`config.mk`:
```
export PLATFORM = sky130hd
export DESIGN_NAME = pipelined_skip_subtractor_flat
export DESIGN_NICKNAME = d
export VERILOG_FILES = /design/src/rtl/pipelined_skip_sub_pkg.sv /design/src/rtl/pipelined_skip_subtractor_if.sv /design/src/rtl/pipelined_skip_subtractor_slice.sv /design/src/rtl/pipelined_skip_subtractor.sv /design/src/flat_wrapper.sv
export SDC_FILE = /design/constraint.sdc
export NUM_CORES = 1
export LEC_CHECK = 0
export BUFFER_PORTS_ARGS = -buffer_cell sky130_fd_sc_hd__buf_2
export CAP_MARGIN = 40
export CORE_MARGIN = 2
export CORE_UTILIZATION = 40
export DETAILED_ROUTE_END_ITERATION = 7
export PLACE_DENSITY = 0.62
export SYNTH_ARGS = -nofsm -noshare
export SYNTH_HDL_FRONTEND = slang
export SYNTH_SLANG_ARGS = --single-unit
```
`constraint.sdc`:
```
create_clock -name clk -period 6.88 [get_ports clk]
set_clock_uncertainty 0.05 [all_clocks]
set_input_delay 1.72 -clock clk [delete_from_list [all_inputs] [get_ports clk]]
set_output_delay 1.72 -clock clk [all_outputs]
set_load 0.03 [all_outputs]
```
`src/rtl/pipelined_skip_sub_pkg.sv`:
```
// Shared definitions for the pipelined carry-skip subtractor: default
// geometry, the slice-width helper and the per-stage pipeline record.
// The record is sized by DEF_WIDTH, so a different WIDTH is built by
// changing the defaults here rather than only overriding the top parameter.
package pipelined_skip_sub_pkg;

    localparam int DEF_WIDTH  = 32;
    localparam int DEF_STAGES = 4;

    // Width of one carry-skip slice; one slice is evaluated per stage.
    function automatic int block_width(input int width, input int stages);
        return width / stages;
    endfunction

    // One pipeline stage: operands ride along in full so later stages can
    // pick their slice, and the result accumulates from the bottom up.
    typedef struct packed {
        logic                 valid;
        logic                 carry;
        logic [DEF_WIDTH-1:0] a_rem;
        logic [DEF_WIDTH-1:0] b_rem;
        logic [DEF_WIDTH-1:0] diff_acc;
        logic                 zero_acc;
    } stage_t;

endpackage

```
`src/rtl/pipelined_skip_subtractor_if.sv`:
```
// Operand/result handshake bundle for pipelined_skip_subtractor.
// Optional zero/neg flags appear when PIPELINED_SKIP_SUB_FLAGS_EN is defined.
interface pipelined_skip_subtractor_if
    import pipelined_skip_sub_pkg::*;
#(
    parameter int WIDTH = DEF_WIDTH
);

    logic             in_valid;
    logic             in_ready;
    logic [WIDTH-1:0] a;
    logic [WIDTH-1:0] b;
    logic             bin;
    logic             out_valid;
    logic             out_ready;
    logic [WIDTH-1:0] diff;
    logic             bout;
    logic             ovf;
`ifdef PIPELINED_SKIP_SUB_FLAGS_EN
    logic             zero;
    logic             neg;
`endif

    // Producer of operands / consumer of results.
    modport master (
        output in_valid, a, b, bin, out_ready,
        input  in_ready, out_valid, diff, bout, ovf
`ifdef PIPELINED_SKIP_SUB_FLAGS_EN
        , input zero, neg
`endif
    );

    // The subtractor itself.
    modport slave (
        input  in_valid, a, b, bin, out_ready,
        output in_ready, out_valid, diff, bout, ovf
`ifdef PIPELINED_SKIP_SUB_FLAGS_EN
        , output zero, neg
`endif
    );

endinterface

```
`src/rtl/pipelined_skip_subtractor_slice.sv`:
```
// One BLOCK-bit carry-skip slice computing a + ~b + cin.
// When every bit propagates, cout is taken straight from cin (skip path).
module skip_sub_slice #(
    parameter int BLOCK = 8
) (
    input  logic [BLOCK-1:0] a,
    input  logic [BLOCK-1:0] b,
    input  logic             cin,
    output logic [BLOCK-1:0] d,
    output logic             cout,
    output logic             c_msb_in,
    output logic             all_p
);

    logic [BLOCK-1:0] p;
    logic [BLOCK-1:0] g;
    logic [BLOCK:0]   c;

    // Ripple carries plus the skip mux on the slice carry-out.
    always_comb begin
        // NOTE: every output of a combinational block gets a value on every
        // path (here first thing), otherwise synthesis infers a latch.
        p = a ^ ~b;
        g = a & ~b;
        c = '0;
        c[0] = cin;
        for (int i = 0; i < BLOCK; i++) begin
            c[i+1] = g[i] | (p[i] & c[i]);
        end
        d        = p ^ c[BLOCK-1:0];
        all_p    = &p;
        cout     = all_p ? cin : c[BLOCK];
        c_msb_in = c[BLOCK-1];
    end

endmodule

```
`src/rtl/pipelined_skip_subtractor.sv`:
```
// Pipelined WIDTH-bit subtractor, diff = a - b - bin, one carry-skip slice
// per stage with operand skew and valid/ready on both sides.
// Optional flags: define PIPELINED_SKIP_SUB_FLAGS_EN for zero/neg outputs.
module pipelined_skip_subtractor
    import pipelined_skip_sub_pkg::*;
#(
    parameter int WIDTH  = DEF_WIDTH,
    parameter int STAGES = DEF_STAGES
) (
    input logic                        clk,
    input logic                        rst,
    pipelined_skip_subtractor_if.slave bus
);

    localparam int BLOCK = block_width(WIDTH, STAGES);

    stage_t [STAGES-1:0]            stage_q;
    stage_t [STAGES-1:0]            stage_d;
    logic                           bout_q;
    logic                           bout_d;
    logic                           ovf_q;
    logic                           ovf_d;
    logic [STAGES-1:0][BLOCK-1:0]   d_w;
    logic [STAGES-1:0]              cout_w;
    logic [STAGES-1:0]              c_msb_w;
    logic [STAGES-1:0]              all_p_w;
    logic                           stall;
    logic                           unused_bits;

    // A held result freezes the whole pipe; otherwise everything shifts.
    assign stall = stage_q[STAGES-1].valid & ~bus.out_ready;

    for (genvar k = 0; k < STAGES; k++) begin : g_slice
        logic [BLOCK-1:0] a_sl;
        logic [BLOCK-1:0] b_sl;
        logic             cin_sl;

        if (k == 0) begin : g_first
            assign a_sl   = bus.a[BLOCK-1:0];
            assign b_sl   = bus.b[BLOCK-1:0];
            assign cin_sl = ~bus.bin;
        end else begin : g_rest
            assign a_sl   = stage_q[k-1].a_rem[k*BLOCK +: BLOCK];
            assign b_sl   = stage_q[k-1].b_rem[k*BLOCK +: BLOCK];
            assign cin_sl = stage_q[k-1].carry;
        end

        skip_sub_slice #(.BLOCK(BLOCK)) u_slice (
            .a        (a_sl),
            .b        (b_sl),
            .cin      (cin_sl),
            .d        (d_w[k]),
            .cout     (cout_w[k]),
            .c_msb_in (c_msb_w[k]),
            .all_p    (all_p_w[k])
        );
    end

    // Next stage contents: load stage 0 from the bus, shift the rest down.
    always_comb begin
        stage_d = stage_q;
        bout_d  = bout_q;
        ovf_d   = ovf_q;
        if (!stall) begin
            stage_d[0].valid               = bus.in_valid;
            stage_d[0].carry               = cout_w[0];
            stage_d[0].a_rem               = bus.a;
            stage_d[0].b_rem               = bus.b;
            stage_d[0].diff_acc            = '0;
            stage_d[0].diff_acc[BLOCK-1:0] = d_w[0];
`ifdef PIPELINED_SKIP_SUB_FLAGS_EN
            stage_d[0].zero_acc            = ~|d_w[0];
`else
            stage_d[0].zero_acc            = 1'b0;
`endif
            for (int k = 1; k < STAGES; k++) begin
                stage_d[k]                             = stage_q[k-1];
                stage_d[k].carry                       = cout_w[k];
                stage_d[k].diff_acc[k*BLOCK +: BLOCK]  = d_w[k];
`ifdef PIPELINED_SKIP_SUB_FLAGS_EN
                stage_d[k].zero_acc = stage_q[k-1].zero_acc & ~|d_w[k];
`endif
            end
            bout_d = ~cout_w[STAGES-1];
            ovf_d  = cout_w[STAGES-1] ^ c_msb_w[STAGES-1];
        end
    end

    // Pipeline registers; reset discards every in-flight beat at once.
    always_ff @(posedge clk or posedge rst) begin
        // NOTE: all stage registers, data included, are reset so the
        // outputs read as zero after reset, not just the valid bits.
        if (rst) begin
            stage_q <= '0;
            bout_q  <= 1'b0;
            ovf_q   <= 1'b0;
        end else begin
            // NOTE: non-blocking so every stage samples the pre-edge values.
            stage_q <= stage_d;
            bout_q  <= bout_d;
            ovf_q   <= ovf_d;
        end
    end

    assign bus.in_ready  = ~stall;
    assign bus.out_valid = stage_q[STAGES-1].valid;
    assign bus.diff      = stage_q[STAGES-1].diff_acc;
    assign bus.bout      = bout_q;
    assign bus.ovf       = ovf_q;
`ifdef PIPELINED_SKIP_SUB_FLAGS_EN
    assign bus.zero      = stage_q[STAGES-1].zero_acc;
    assign bus.neg       = stage_q[STAGES-1].diff_acc[WIDTH-1];
`endif

    // Consumed operand slices and per-slice diagnostics that are not needed.
    assign unused_bits = ^{stage_q, c_msb_w, all_p_w};

endmodule

```
`src/flat_wrapper.sv`:
```
// flat-port wrapper written by rule: the top's interface ports become plain ports
module pipelined_skip_subtractor_flat import pipelined_skip_sub_pkg::*;
#(
    parameter int WIDTH  = DEF_WIDTH,
    parameter int STAGES = DEF_STAGES
)
  (clk, rst, bus_in_valid, bus_a, bus_b, bus_bin, bus_out_ready, bus_in_ready, bus_out_valid, bus_diff, bus_bout, bus_ovf);
  pipelined_skip_subtractor_if #(.WIDTH(WIDTH)) bus_i ();
  input logic clk;
  input logic rst;
  input wire logic [$bits(bus_i.in_valid)-1:0] bus_in_valid;
  input wire logic [$bits(bus_i.a)-1:0] bus_a;
  input wire logic [$bits(bus_i.b)-1:0] bus_b;
  input wire logic [$bits(bus_i.bin)-1:0] bus_bin;
  input wire logic [$bits(bus_i.out_ready)-1:0] bus_out_ready;
  output wire logic [$bits(bus_i.in_ready)-1:0] bus_in_ready;
  output wire logic [$bits(bus_i.out_valid)-1:0] bus_out_valid;
  output wire logic [$bits(bus_i.diff)-1:0] bus_diff;
  output wire logic [$bits(bus_i.bout)-1:0] bus_bout;
  output wire logic [$bits(bus_i.ovf)-1:0] bus_ovf;
  assign bus_i.in_valid = bus_in_valid;
  assign bus_i.a = bus_a;
  assign bus_i.b = bus_b;
  assign bus_i.bin = bus_bin;
  assign bus_i.out_ready = bus_out_ready;
  assign bus_in_ready = bus_i.in_ready;
  assign bus_out_valid = bus_i.out_valid;
  assign bus_diff = bus_i.diff;
  assign bus_bout = bus_i.bout;
  assign bus_ovf = bus_i.ovf;
  pipelined_skip_subtractor #(.WIDTH(WIDTH), .STAGES(STAGES)) u_core (.clk(clk), .rst(rst), .bus(bus_i));
endmodule
```
==> results.py, run 1 <==
metrics = {
    "detailed_routing": {
        "drt-total-wl_um": 15600,
        "vias": 5462,
        "drt-pass1-iter-count": 4,
        "drc": 0,
        "drtIter0Drc": 294,
        "via_per_inst": 4.437,
        "ant_nets": 0,
        "wl_per_cell_um": 12.67,
    },
    "timing": {
        "tightest_slew_ns": 0.6544,
        "setup_viol": 0,
        "relSlewSlack_pct": 56.37,
        "slew_viol_final": 0,
        "hold_viol_final": 0,
        "fin_crit_sh_pct": 71.88,
        "finalCriticalPeriod_ns": 4.946,
        "fmax_ghz": 0.2022,
        "tns_ns": 0,
        "rsz0062_at_grt": "false",
    },
    "pwr": {
        "p_leak_nw": 5.024,
        "p_per_area_nw_per_um2": 458.0,
        "vdd_drop_max_mv": 0.1777,
    },
    "setup_path": {
        "crit_chain": "buf_2 -> nor2b_4 -> inv_6 -> buf_16 -> buf_2",
        "worstPathRequired_ns": 5.11,
        "ff2ff_path_depth": 13,
        "ff2ff_setup_slack_ns": 2.29,
        "cp.depth": 5,
        "worstSetupEndpointType": "output port",
        "startpoint_type": "input port",
        "critPathKind": "input port to output port",
        "reg2reg_from": "u_core.g_slice[3].b_sl[0]",
        "path_buf_inv": 4,
        "crit_path_max_incr_delay_ns": 0.52,
        "cp.arrival_ns": 3.18,
        "critPathMaxFanout": 106,
        "cp_top_family": "buffers and inverters",
        "critPathMostFrequentCell": "buf_2",
        "critPathSlowestCell": "nor2b_4",
        "r2r_end": "u_core.bus.ovf",
    },
    "grt": {
        "grt_pass1_vias": 5550,
        "grt_pass1_wl_um": 26720,
        "antenna_found_initial": 0,
        "grt_overflow": 0,
        "grt_max_degree": 107,
        "grt_usage_pct": 14.94,
    },
    "synthesis": {
        "synth_top_family_by_area": "simple AND/OR/NAND/NOR gates",
        "yosysWarnings": 0,
        "synth-edff-count": 0,
        "synthSimpleGateAreaFrac_pct": 19.19,
        "synth_fa_ha_area_share_pct": 12.13,
        "synthTopCellsByArea": "dfrtp_1 (54%), nand2_1 (16%), fa_1 (7.5%)",
        "yosys-top-cells-count": "nand2_1 (375), dfrtp_1 (185), inv_1 (65)",
        "synth_xor_area_share_pct": 0,
        "synth_compound_area_share_pct": 4.942,
        "synth_cells": 890,
        "syn_nets": 1023,
        "synth_cell_types": 29,
        "yosys.area.top_type": "dfrtp_1",
        "synth_area_um2": 8582,
        "ys_seq_elements": 185,
        "avgSynthCellArea_um2": 9.643,
        "seq_area_frac_synth_pct": 53.94,
        "netlist.area_leader.share_pct": 53.94,
        "synth.most_common_cell": "nand2_1",
        "synth_ff_type": "dfrtp_1",
        "synth_mux_area_share_pct": 0,
        "synth-async-reset-ratio_pct": 100.0,
    },
    "finish": {
        "multi_input_area_um2": 3112,
        "fin_cells": 1231,
        "nFillCells": 2059,
        "register_area_um2": 4629,
        "syn_to_final_growth_pct": 11.18,
        "n_antenna_cell": 0,
        "nets": 1080,
        "drive_above_1_share_pct": 15.06,
    },
    "floorplanning": {
        "dieArea_um2": 22640,
        "io_pins": 105,
        "num_rows": 53,
        "fp.dieH_um": 150.5,
        "die_w_um": 150.5,
        "initial_core_util_pct": 40.82,
        "core_um2": 21020,
    },
    "placement": {
        "hpwl_um": 10750,
        "place_congestion": 0.7504,
        "portBuffers": 104,
        "place_inst": 1203,
    },
    "hold_path": {
        "hp-start": "u_core.bus.diff[0]",
        "min_delay_worst_endpoint": "u_core.bus.diff[0]",
        "holdPathStages": 2,
        "min_path_type": "flop to flop",
    },
    "clock_network": {
        "ctsHoldBuffers": 0,
        "htree_levels": 4,
        "clock-sinks": 185,
        "clock_latency_ns": 0.42,
        "cts_tree": "yes",
        "cts.path.max_buffers": 2,
        "cts-resized-gates": 0,
        "cts-buffers-inserted": 17,
        "cts_setup_buffers": 0,
        "cts-root-buf": "clkbuf_16",
        "cts.clk_slew.worst_paths_ns": 0.06,
    },
    "outcome": {
        "outcome": "finished, final reports clean",
    },
    "run": {
        "maxCapViolCount": 0,
    },
}
==> flip-flops by register name, indices dropped and copies added, names as in the netlist <==
signal                 flops
u_core.stage_q            99
u_core.bus.diff           32
u_core.g_slice.a_sl       24
u_core.bus.bout            1
u_core.g_slice.cin_sl      3
u_core.bus.out_valid       1
u_core.bus.ovf             1
u_core.g_slice.b_sl       24
==> worst reg2reg max path: cells and delay by family (launching register included) <==
kind / cells / cell delay (ns)
flip-flops: 1 / 0.36
buffers and inverters: 2 / 0.15
adder cells (fa/ha/maj): 8 / 3.49
AO/OA/AOI/OAI: 1 / 0.17
AND/OR/NAND/NOR: 2 / 0.25
==> cell usage in the layout, fill, tap and decap left out, types with 2 or more instances in the layout <==
cell        instances
ha_1               32
clkinv_4            2
inv_1              64
fa_1               32
nand4_1             4
o21ai_1             4
buf_16              4
clkbuf_16          17
buf_2             104
a21oi_1            25
dfrtp_1           185
and4_1              4
a21bo_2             2
nand3_1             3
clkbuf_8            3
nor2b_1             2
nor2_1             30
nand2_1           375
o21ai_0            41
clkinv_2            2
buf_4               3
a31oi_1             4
clkinvlp_4          2
or3_1               2
==> per-layer routing <==
metal	global-route usage (%)	wire (um)	vias up
met5	0	0	-
met4	5.377	299	0
met3	3.061	577	19
met2	22.73	6985	84
met1	21.28	7738	2568
li1	-	-	2791
==> cell type report <==
| type | count | share of cell area (%) |
|---|---|---|
| clock buffers | 21 | 4.930 |
| clock inverters | 7 | 0.7606 |
| inverters | 66 | 2.728 |
| multi-input cells | 566 | 32.61 |
| flip-flops and latches | 185 | 48.52 |
| well taps | 275 | 3.606 |
| repair buffers | 111 | 6.845 |
==> kinds of logic (layout without fill, tap and decap cells) <==
| group | after synthesis | in the layout |
|---|---|---|
| simple gates | 423 | 423 |
| flops | 185 | 185 |
| buf+inv | 139 | 205 |
| compound gates | 79 | 79 |
| fa+ha+maj | 64 | 64 |
==> per-stage QoR <==
stage               setup slack (ns)  hold slack (ns)  utilization [%]  cell area (um^2)  power (mW)
global route                   1.814           0.4358            45.39              9542       4.786
detailed placement             1.514           0.4017            42.81              8999       3.525
global placement               1.533           0.3941            42.28              8889       3.436
floorplan                    0.08128           0.3800                -              8582       3.206
finish                         1.934           0.4074            45.39              9542       4.371
CTS                            1.895           0.4164            45.39              9542       4.459
==> power by group <==
group          switching (mW)  leakage, nW  internal (mW)
Combinational            1.03         2.55          0.602
Clock                   0.391        0.263          0.519
Sequential              0.259         2.21           1.57
==> worst max path at each step <==
stage,startpoint,end,slack (ns)
2_1_floorplan,rst,u_core.bus.bout,0.08
3_3_place_gp,bus_bin,u_core.stage_q[8],1.53
3_5_place_dp,bus_bin,u_core.stage_q[8],1.51
4_1_cts,bus_out_ready,bus_in_ready,1.90
5_1_grt,bus_out_ready,bus_in_ready,1.81
6_report,bus_out_ready,bus_in_ready,1.93
(Power assumes the default switching activity.)
==> run 2: changes to the inputs <==
Clock period 6.88 ns to 4.3 ns, I/O delays scaled along.
==> run 2 against run 1 <==
Against the previous run:
- sequential share of layout area is 0.50 points lower
- clock-buffer cell count decreased by 1
- sequential power grew 59%
- via count grew 0.77%
- non-clock buffer count increased by 4
- worst hold slack better by 0.00069 ns
- combinational power grew 65%
- cell count rose by 0.65%
- routed wire length up 3.5%
- critical endpoint is now u_core.bus.ovf
==> results.py, run 2 (same netlist as run 1, synthesis figures left out) <==
metrics = {
    "outcome": {
        "outcome": "finished, final reports clean",
    },
    "detailed_routing": {
        "wl_met3_um": 537,
        "wl_per_cell_um": 13.04,
        "ant_nets": 0,
        "highest_layer": "met4",
        "drc": 0,
        "vias": 5504,
        "drt-pass1-iter-count": 4,
        "drtIter0Drc": 279,
        "drt-total-wl_um": 16150,
        "dr_wl_met2_um": 7319,
        "via_per_inst": 4.442,
        "met1_length_um": 7929,
    },
    "run": {
        "maxCapViolCount": 0,
    },
    "timing": {
        "setup_viol": 0,
        "tns_ns": 0,
        "hold_ws_ns": 0.4081,
        "fin_crit_sh_pct": 96.20,
        "tightest_slew_ns": 1.072,
        "hold_viol_final": 0,
        "finalCriticalPeriod_ns": 4.137,
        "fmax_ghz": 0.2417,
        "slew_viol_final": 0,
        "relSlewSlack_pct": 28.53,
    },
    "floorplanning": {
        "core_um2": 21020,
        "num_rows": 53,
        "fp.dieH_um": 150.5,
        "io_pins": 105,
        "dieArea_um2": 22640,
        "die_w_um": 150.5,
        "initial_core_util_pct": 40.82,
    },
    "placement": {
        "portBuffers": 104,
        "hpwl_um": 10300,
        "place_congestion": 0.7703,
    },
    "finish": {
        "final_cell_mix": "nand2_1 (375), dfrtp_1 (185), buf_2 (104), inv_1 (64), o21ai_0 (41)",
        "final_util_pct": 45.87,
        "syn_to_final_growth_pct": 12.35,
        "largest_reg_flops": 99,
        "mostFrequentLayoutCell": "nand2_1",
        "drive_above_1_share_pct": 17.43,
        "n_antenna_cell": 0,
        "max_flop_register": "u_core.stage_q",
        "nets": 1084,
        "nFillCells": 2067,
    },
    "setup_path": {
        "worstSetupEndpointType": "flop",
        "ff2ff_path_depth": 13,
        "startpoint_type": "flop",
        "critPathKind": "flop to flop",
        "startpoint": "u_core.g_slice[3].b_sl[0]",
        "cp.arrival_ns": 4.39,
        "reg2reg_from": "u_core.g_slice[3].b_sl[0]",
        "worstPathRequired_ns": 4.56,
        "r2r_end": "u_core.bus.ovf",
        "critPathMaxFanout": 3,
        "endpoint": "u_core.bus.ovf",
        "ff2ff_setup_slack_ns": 0.16,
    },
    "clock_network": {
        "ctsHoldBuffers": 0,
        "cts-buffers-inserted": 17,
        "clock_latency_ns": 0.43,
        "cts.clk_slew.worst_paths_ns": 0.07,
        "cts_tree": "yes",
        "cts-resized-gates": 2,
        "clock-sinks": 185,
        "cts_setup_buffers": 0,
        "cts.path.max_buffers": 2,
        "cts-root-buf": "clkbuf_16",
        "htree_levels": 4,
    },
    "pwr": {
        "p_per_area_nw_per_um2": 751.7,
        "p_leak_nw": 5.042,
        "vdd_drop_max_mv": 0.3399,
    },
    "grt": {
        "grt_overflow": 0,
        "grt_pass1_vias": 5523,
        "antenna_found_initial": 0,
        "grt_pass1_wl_um": 27390,
        "grt_usage_pct": 15.42,
        "grt_max_degree": 259,
    },
    "hold_path": {
        "hp-start": "u_core.bus.diff[10]",
        "min_path_type": "flop to flop",
    },
}
## run 2: cell types whose count changed in the layout (fill, tap and decap cells not counted), sizes merged
| cell | before | now |
|---|---|---|
| inv | 66 | 69 |
| clkinv | 4 | 3 |
| buf | 111 | 115 |
| bufinv | 1 | 3 |
| clkbuf | 21 | 20 |
| clkinvlp | 2 | 3 |
## run 2: metal layers
layer  GRT usage (%)  up-vias
met4           5.943        0
met2           23.14       82
met1           22.15     2608
met5               0        -
met3           3.000       21
li1                -     2793
## run 2: worst min path at each step
| stage | to | slack (ns) | cells after the start |
|---|---|---|---|
| final | u_core.bus.diff[10] | 0.41 | 2 |
| after global routing | u_core.bus.diff[1] | 0.43 | 2 |
| after CTS | u_core.bus.diff[11] | 0.42 | 2 |
| after detailed placement | u_core.bus.diff[11] | 0.40 | 2 |
| after global placement | u_core.stage_q[296] | 0.39 | 2 |
| after floorplan | u_core.stage_q[296] | 0.38 | 2 |
## run 2: cell type report
type | instances | area [um^2] | area share, %
flip-flops and latches | 185 | 4629 | 48.01
multi-input cells | 566 | 3152 | 32.69
repair buffers | 115 | 640.6 | 6.644
clock buffers | 20 | 456.7 | 4.737
well taps | 275 | 344.1 | 3.569
inverters | 66 | 256.5 | 2.660
clock inverters | 12 | 162.7 | 1.687
## run 2: through the flow
step / cells / setup WS [ns] / total power, mW / cell area, um^2
2_1_floorplan: 890 / 0.02065 / 5.134 / 8601
3_3_place_gp: 1207 / -0.1978 / 5.578 / 8997
3_5_place_dp: 1207 / -0.2525 / 5.650 / 8997
4_1_cts: 1239 / 0.01082 / 7.359 / 9622
5_1_grt: 1239 / -0.007490 / 7.901 / 9642
6_report: 1239 / 0.1633 / 7.248 / 9642
## run 2: critical path, stage by stage, from the launching register on
cell and delay, ns:
dfrtp_1 0.36, inv_1 0.08, fa_1 0.17, inv_1 0.06, fa_1 0.45, fa_2 0.41, fa_2 0.40, fa_2 0.40
fa_1 0.45, fa_2 0.38, fa_2 0.41, nor2b_1 0.14, o221ai_1 0.17, nand3_1 0.10
## run 2: where the power goes
group / switching [mW] / internal (mW) / total (mW)
registers: 0.405 / 2.51 / 2.91
clock network: 0.690 / 0.956 / 1.65
logic: 1.69 / 0.995 / 2.69
